--- config.mk ---
export PLATFORM = sky130hd
export DESIGN_NAME = pb_conditioner_flat
export DESIGN_NICKNAME = d
export VERILOG_FILES = /design/src/rtl/pb_conditioner_if.sv /design/src/rtl/pb_conditioner.sv /design/src/flat_wrapper.sv
export SDC_FILE = /design/constraint.sdc
export NUM_CORES = 1
export LEC_CHECK = 0
export CAP_MARGIN = 15
export CORE_ASPECT_RATIO = 1.4
export CORE_UTILIZATION = 40
export CTS_CLUSTER_SIZE = 25
export DETAILED_ROUTE_END_ITERATION = 8
export HOLD_SLACK_MARGIN = 0.12
export SLEW_MARGIN = 10
export SYNTH_ARGS = -nofsm -noshare
export SYNTH_HDL_FRONTEND = slang
export SYNTH_SLANG_ARGS = --single-unit
--- constraint.sdc ---
create_clock -name clk -period 3.4 [get_ports clk]
set_input_delay 0.68 -clock clk [delete_from_list [all_inputs] [get_ports clk]]
set_output_delay 0.68 -clock clk [all_outputs]
set_load 0.01 [all_outputs]
--- src/rtl/pb_conditioner_if.sv ---
// ----------------------------------------------------------------------------
// pb_conditioner_if
// Signal bundle between a raw push-button pin and its conditioner.
//   btn_n          raw button pin, active-low, asynchronous to clk
//   btn_level      debounced level, active-high (1 = pressed)
//   press_pulse    one-cycle strobe on btn_level rising
//   release_pulse  one-cycle strobe on btn_level falling
//   repeat_pulse   one-cycle auto-repeat strobe while held (0 if not built)
// Modports:
//   master  drives the pin and consumes the conditioned outputs
//   slave   the conditioner itself
// ----------------------------------------------------------------------------
interface pb_conditioner_if;
  logic btn_n;
  logic btn_level;
  logic press_pulse;
  logic release_pulse;
  logic repeat_pulse;

  modport master (
    output btn_n,
    input  btn_level,
    input  press_pulse,
    input  release_pulse,
    input  repeat_pulse
  );

  modport slave (
    input  btn_n,
    output btn_level,
    output press_pulse,
    output release_pulse,
    output repeat_pulse
  );
endinterface

--- src/rtl/pb_conditioner.sv ---
// ----------------------------------------------------------------------------
// pb_conditioner
// Front-end for a physical push-button: synchronises the raw active-low pin
// to clk, debounces it, and produces a clean active-high level together with
// one-cycle press/release strobes.
//
// Ports:
//   clk    system clock, rising edge
//   rst_n  asynchronous active-low reset (deassertion synchronised elsewhere)
//   bus    pb_conditioner_if.slave: btn_n in; btn_level, press_pulse,
//          release_pulse, repeat_pulse out
//
// Parameters:
//   SYNC_STAGES      synchroniser depth, 2..4
//   DEBOUNCE_CYCLES  stable cycles required before the level changes, >= 1
//   REPEAT_DELAY     press_pulse to first repeat_pulse (auto-repeat only)
//   REPEAT_PERIOD    spacing of later repeat_pulses (auto-repeat only)
//
// Build option:
//   PB_CONDITIONER_AUTOREPEAT_EN  when defined, repeat_pulse fires while the
//   button is held; otherwise the repeat counter is absent and repeat_pulse
//   is tied to 0.
// ----------------------------------------------------------------------------
module pb_conditioner #(
  parameter int SYNC_STAGES     = 2,
  parameter int DEBOUNCE_CYCLES = 1000000,
  parameter int REPEAT_DELAY    = 25000000,
  parameter int REPEAT_PERIOD   = 5000000
) (
  input  logic             clk,
  input  logic             rst_n,
  pb_conditioner_if.slave  bus
);

  localparam int CNT_W = $clog2(DEBOUNCE_CYCLES + 1);
  localparam logic [CNT_W-1:0] DEB_MAX = CNT_W'(DEBOUNCE_CYCLES);

  typedef enum logic [1:0] {
    IDLE        = 2'd0,
    DEB_PRESS   = 2'd1,
    HELD        = 2'd2,
    DEB_RELEASE = 2'd3
  } state_t;

  if (SYNC_STAGES < 2 || SYNC_STAGES > 4) begin : g_bad_sync_stages
    $error("pb_conditioner: SYNC_STAGES must be in 2..4");
  end
  if (DEBOUNCE_CYCLES < 1) begin : g_bad_debounce
    $error("pb_conditioner: DEBOUNCE_CYCLES must be >= 1");
  end
  if (REPEAT_DELAY < 1 || REPEAT_PERIOD < 1) begin : g_bad_repeat
    $error("pb_conditioner: REPEAT_DELAY and REPEAT_PERIOD must be >= 1");
  end

  // --- stage p0: metastability synchroniser (flops preset to "released") ---
  logic [SYNC_STAGES-1:0] sync_p0;
  logic                   pressed_p0;

  always_ff @(posedge clk or negedge rst_n) begin
    if (!rst_n) begin
      sync_p0 <= '1;
    end else begin
      sync_p0 <= {sync_p0[SYNC_STAGES-2:0], bus.btn_n};
    end
  end

  assign pressed_p0 = ~sync_p0[SYNC_STAGES-1];

  // --- stage p1: debounce FSM with registered level and strobes ---
  state_t           state;
  logic [CNT_W-1:0] cnt;
  logic             level_p1;
  logic             press_p1;
  logic             release_p1;

`ifdef PB_CONDITIONER_AUTOREPEAT_EN
  localparam int RPT_MAX = (REPEAT_DELAY > REPEAT_PERIOD) ? REPEAT_DELAY : REPEAT_PERIOD;
  localparam int RPT_W   = (RPT_MAX > 1) ? $clog2(RPT_MAX) : 1;
  localparam logic [RPT_W-1:0] DLY_LAST = RPT_W'(REPEAT_DELAY - 1);
  localparam logic [RPT_W-1:0] PER_LAST = RPT_W'(REPEAT_PERIOD - 1);

  logic [RPT_W-1:0] rpt_cnt;
  logic             rpt_first;
  logic             repeat_p1;
  logic             in_hold;
  logic             rel_now;

  assign in_hold = (state == HELD) || (state == DEB_RELEASE);
  // The edge that drops btn_level must not also emit a repeat strobe.
  assign rel_now = (state == DEB_RELEASE) && !pressed_p0 && (cnt == DEB_MAX);
  assign bus.repeat_pulse = repeat_p1;
`else
  assign bus.repeat_pulse = 1'b0;
`endif

  always_ff @(posedge clk or negedge rst_n) begin
    if (!rst_n) begin
      state      <= IDLE;
      cnt        <= '0;
      level_p1   <= 1'b0;
      press_p1   <= 1'b0;
      release_p1 <= 1'b0;
`ifdef PB_CONDITIONER_AUTOREPEAT_EN
      rpt_cnt    <= '0;
      rpt_first  <= 1'b1;
      repeat_p1  <= 1'b0;
`endif
    end else begin
      press_p1   <= 1'b0;
      release_p1 <= 1'b0;

      // cnt is cleared on every state exit, so it never passes DEB_MAX.
      case (state)
        IDLE: begin
          if (pressed_p0) begin
            state <= DEB_PRESS;
            cnt   <= CNT_W'(1);
          end
        end
        DEB_PRESS: begin
          if (!pressed_p0) begin
            state <= IDLE;
            cnt   <= '0;
          end else if (cnt == DEB_MAX) begin
            state    <= HELD;
            cnt      <= '0;
            level_p1 <= 1'b1;
            press_p1 <= 1'b1;
          end else begin
            cnt <= cnt + CNT_W'(1);
          end
        end
        HELD: begin
          if (!pressed_p0) begin
            state <= DEB_RELEASE;
            cnt   <= CNT_W'(1);
          end
        end
        DEB_RELEASE: begin
          if (pressed_p0) begin
            state <= HELD;
            cnt   <= '0;
          end else if (cnt == DEB_MAX) begin
            state      <= IDLE;
            cnt        <= '0;
            level_p1   <= 1'b0;
            release_p1 <= 1'b1;
          end else begin
            cnt <= cnt + CNT_W'(1);
          end
        end
        default: begin
          state <= IDLE;
          cnt   <= '0;
        end
      endcase

`ifdef PB_CONDITIONER_AUTOREPEAT_EN
      // Counter is held clear outside HELD/DEB_RELEASE, so it starts from 0
      // on the press edge; a count of DLY_LAST then lands exactly
      // REPEAT_DELAY edges after press_pulse.
      repeat_p1 <= 1'b0;
      if (!in_hold || rel_now) begin
        rpt_cnt   <= '0;
        rpt_first <= 1'b1;
      end else if (rpt_cnt == (rpt_first ? DLY_LAST : PER_LAST)) begin
        repeat_p1 <= 1'b1;
        rpt_cnt   <= '0;
        rpt_first <= 1'b0;
      end else begin
        rpt_cnt <= rpt_cnt + RPT_W'(1);
      end
`endif
    end
  end

  assign bus.btn_level     = level_p1;
  assign bus.press_pulse   = press_p1;
  assign bus.release_pulse = release_p1;

endmodule

--- src/flat_wrapper.sv ---
// flat-port wrapper written by rule: the top's interface ports become plain ports
module pb_conditioner_flat 
#(
  parameter int SYNC_STAGES     = 2,
  parameter int DEBOUNCE_CYCLES = 1000000,
  parameter int REPEAT_DELAY    = 25000000,
  parameter int REPEAT_PERIOD   = 5000000
)
  (clk, rst_n, bus_btn_n, bus_btn_level, bus_press_pulse, bus_release_pulse, bus_repeat_pulse);
  pb_conditioner_if bus_i ();
  input  logic clk;
  input  logic rst_n;
  input wire logic [$bits(bus_i.btn_n)-1:0] bus_btn_n;
  output wire logic [$bits(bus_i.btn_level)-1:0] bus_btn_level;
  output wire logic [$bits(bus_i.press_pulse)-1:0] bus_press_pulse;
  output wire logic [$bits(bus_i.release_pulse)-1:0] bus_release_pulse;
  output wire logic [$bits(bus_i.repeat_pulse)-1:0] bus_repeat_pulse;
  assign bus_i.btn_n = bus_btn_n;
  assign bus_btn_level = bus_i.btn_level;
  assign bus_press_pulse = bus_i.press_pulse;
  assign bus_release_pulse = bus_i.release_pulse;
  assign bus_repeat_pulse = bus_i.repeat_pulse;
  pb_conditioner #(.SYNC_STAGES(SYNC_STAGES), .DEBOUNCE_CYCLES(DEBOUNCE_CYCLES), .REPEAT_DELAY(REPEAT_DELAY), .REPEAT_PERIOD(REPEAT_PERIOD)) u_core (.clk(clk), .rst_n(rst_n), .bus(bus_i));
endmodule
==> results.txt <==
The startpoint identified for the worst hold timing path is u_core.sync_p0[0]$_DFF_PN1_. The critical register-to-register path endpoint is u_core.cnt[13]$_DFFE_PN0P_. The total core area is 0.00364 mm². Ranked by total cell area, the synthesized netlist is headed by dfrtp_1 (41%), nand3_1 (5.3%), o21ai_0 (4.3%). The delay of the slowest cell on the worst path is 0.67 ns.

The data arrival time of the critical path is 2.41 ns. The total half-perimeter wirelength after legalization and detailed placement came out at 2460 µm. Summing over every cut layer, the via total after detailed routing is 1277.

The count of clock tree sinks came out at 27. In this run the mean area of a mapped cell was 8.98 µm². The worst setup path is captured at a register. The floorplan die height is 74.9 µm. The max-slew headroom at the worst pin came out at 28.2%. The share of total power dissipated in the clock network is 32.0%. The initial core utilization came out at 41.7%. The flow ran to the end, and the final reports show no timing, DRC or antenna violations. After Yosys synthesis, and, or, nand and nor cells account for 32.8% of the synthesized area. Registers are responsible for 59.7% of the overall power.

Across the run, the number of max-cap violations was 0. The worst hold path stage count came out at 0. The synthesized netlist net count came out at 174. TritonCTS built the clock tree.

The critical path goes through xnor2_1 > nand2_1 > a21oi_2 > a21oi_1 > o21ai_0. The final critical delay including setup and external delays is 2.21 ns. The number of clock buffers inserted by TritonCTS came out at 3. The filler cell count is 346. The top cell type by area accounts for 41.2% of the synthesized area. The startpoint identified for the worst register-to-register timing path is u_core.sync_p0[1]$_DFF_PN1_. The register bit count reported by yosys came out at 27. The routability-driven placement congestion ratio came out at 0.828. The actual transition at the worst max-transition pin is 1.07 ns. The share of final-layout standard cells stronger than drive strength 1 is 7.47%. The number of instances in the synthesized netlist is 169. The worst register-to-register path has a depth of 5. The power per cell area came out at 342 mW/mm².

For the final routed database, the setup TNS stands at 0 ns. The combinational share of power came out at 8.3%. The later pin in the worst-skew pair is clocked with a latency of 0.27 ns. The via count of the first global-routing pass came to 1235. The distinct cell type count after synthesis came out at 41. The initial antenna violation count is 0.

The count of routing violations after the opening detailed-route iteration is 51. IR analysis of the VDD net gives a maximum drop of 0.219 mV. The slowest stage of the critical path is the a21oi_2 cell. The fraction of registers with async set/reset is 100%. The placement-stage worst setup slack came out at 1.22 ns. Of the available clock period, the critical path in the final layout requires 65.0%.

The per-cell routed wire length came out at 15.7 µm. The fraction of the yosys area taken by sequential cells came out at 44.7%. After clock tree synthesis, the clock-pin slew on the worst setup and hold paths is 0.09 ns. The count of port buffers added during placement is 5. The smallest setup slack after layout is 1.19 ns. The largest driver fanout on the critical path is 16. The largest net degree at the start of global routing came out at 28. The final hold violation count came out at 0. Counting instances in the post-synthesis netlist gives the leading cell types as dfrtp_1 (25), nand2_1 (16), nand3_1 (16), o21ai_0 (13), inv_1 (12). Global routing consumed, over all layers together, 19.2% of the routing resources.

The flip-flop cell with the highest count after synthesis is dfrtp_1. The final antenna diode count came out at 0. The worst setup path is launched from a register. The synthesized netlist devotes 12.9% of its cell area to compound gates. The number of nets with antenna violations after detailed routing is 0. The critical path in this run is classified as register to register.

The count of cells resized by post-cts repair is 0. The net count reported at finish is 180. The combinational family with the most area after synthesis is simple AND/OR/NAND/NOR gates. The final-report setup violation count came out at 0.

The xor/xnor share of the synthesized area is 0.577%. dfrtp_1 takes more of the synthesized area than any other cell. The type of the tightest min-delay check is register to register.

The leakage power came out at 0.655 nW. In this run the clock root is driven by a clkbuf_8. The routed wire length is 3400 µm. The count of TritonRoute iterations in the first routing pass came out at 4.

The count of warnings emitted by yosys came out at 0. The number of H-tree levels is 1. Hold repair after CTS inserted 0 buffers. The first-pass GRT wire length came out at 5700 µm. In this run switching power makes up 23.6% of total power. The floorplan step defined a die boundary enclosing 0.00405 mm².

The switching power summed over all nets is 0.132 mW. The register-to-register path setup slack is 1.19 ns. The number of enable flip-flop cells after synthesis came out at 0.

The number of placement rows came out at 26. The horizontal die dimension came out at 54.1 µm. The total grt overflow came out at 0.

The max-slew violation count is 0. The end point of the most critical hold path is u_core.sync_p0[1]$_DFF_PN1_. By instance count, the leading cell after synthesis is dfrtp_1. The number of placed I/O pins is 7. Setup repair after global routing left no endpoint under its margin.

The post-synthesis instance area is 0.00152 mm². The via density per instance is 5.91. The adder and majority cell fraction of the synthesized area came out at 1.65%. The final worst clock skew came out at 0.00752 ns.

The buffer count from post-CTS setup fixing came out at 0. The internal power summed over all cells came out at 0.428 mW. The detailed-route DRC error count is 0. The achievable frequency is 0.452 GHz. The mux contribution to synthesized area is 1.98%. The buffer depth of the longest clock path is 2. At the worst endpoint, the required time is 3.59 ns.

The synthesis-to-layout area growth came out at 8.08%.
==> registers in the layout, indices dropped and copies added, names as in the netlist, named ones only <==
signal and flops:
u_core.bus.press_pulse 1, u_core.sync_p0 2, u_core.bus.btn_level 1, u_core.cnt 20, u_core.bus.release_pulse 1, u_core.state 1
==> cell type report <==
| class | instances | area [µm²] | area share [%] |
|---|---|---|---|
| Multi-Input combinational cell | 125 | 762 | 46.5 |
| Sequential cell | 27 | 678 | 41.3 |
| Timing Repair Buffer | 6 | 57.6 | 3.51 |
| Clock buffer | 4 | 45.0 | 2.75 |
| Inverter | 12 | 45.0 | 2.75 |
| Tap cell | 42 | 52.6 | 3.20 |
==> critical path: cells and delay by family (launching register included) <==
kind | cells | cell delay, ns
compound gates | 3 | 1.00
xor+xnor | 1 | 0.23
flops | 1 | 0.58
simple gates | 1 | 0.33
==> placed cells by master, fill, tap and decap left out, drive strengths merged, types with 3 or more instances in the layout <==
master / netlist / layout
a21oi: 11 / 11
and3: 3 / 3
clkbuf: 1 / 4
clkdlybuf4s50: 0 / 5
dfrtp: 25 / 25
inv: 12 / 12
mux2i: 3 / 3
nand2: 16 / 16
nand3: 16 / 16
nand4: 10 / 10
nor2: 7 / 7
nor3: 5 / 5
nor4: 6 / 6
o21ai: 13 / 13
or3: 9 / 9
==> per-layer routing <==
metal	track usage, %	up-vias	part of all wire (%)
met4	6.27	0	1.4
met5	0	-	0
met3	1.82	5	3.1
met2	33.6	27	52
met1	24.2	619	43
li1	-	626	-
==> how the worst max path moves through the flow <==
stage	cells after the start	end	startpoint
after CTS	5	u_core.cnt[17]$_DFFE_PN0P_	u_core.sync_p0[1]$_DFF_PN1_
after global placement	7	u_core.cnt[8]$_DFFE_PN0P_	u_core.cnt[0]$_DFFE_PN0P_
after detailed placement	7	u_core.cnt[8]$_DFFE_PN0P_	u_core.cnt[0]$_DFFE_PN0P_
after global routing	5	u_core.cnt[5]$_DFFE_PN0P_	u_core.sync_p0[1]$_DFF_PN1_
after floorplan	8	u_core.cnt[17]$_DFFE_PN0P_	u_core.cnt[0]$_DFFE_PN0P_
final	5	u_core.cnt[13]$_DFFE_PN0P_	u_core.sync_p0[1]$_DFF_PN1_
==> per-stage QoR <==
stage               power, mW  utilization, %  instance area (µm²)  instances  hold slack [ns]
floorplan               0.371               -                 1520        169            0.345
global placement        0.387            43.8                 1600        212            0.349
detailed placement      0.389            43.8                 1600        212            0.352
CTS                     0.569            45.0                 1640        216            0.365
global route            0.587            45.0                 1640        216            0.366
finish                  0.561            45.0                 1640        216            0.362
==> kinds of logic (layout without fill, tap and decap cells) <==
group | after synthesis | after routing
AND/OR/NAND/NOR | 86 | 86
AO/OA/AOI/OAI | 32 | 32
XOR/XNOR | 1 | 1
multiplexers | 3 | 3
adder cells (fa/ha/maj) | 2 | 2
other | 1 | 1
flip-flops | 27 | 27
buffers and inverters | 17 | 22
==> power by group through the flow <==
stage          Clock [mW]  Sequential, mW  Combinational [mW]
2_1_floorplan           0           0.339              0.0328
4_1_cts             0.187           0.335              0.0481
3_5_place_dp            0           0.341              0.0478
3_3_place_gp            0           0.341              0.0464
6_report            0.179           0.335              0.0467
5_1_grt             0.198           0.335              0.0537
(Power assumes the default switching activity.)
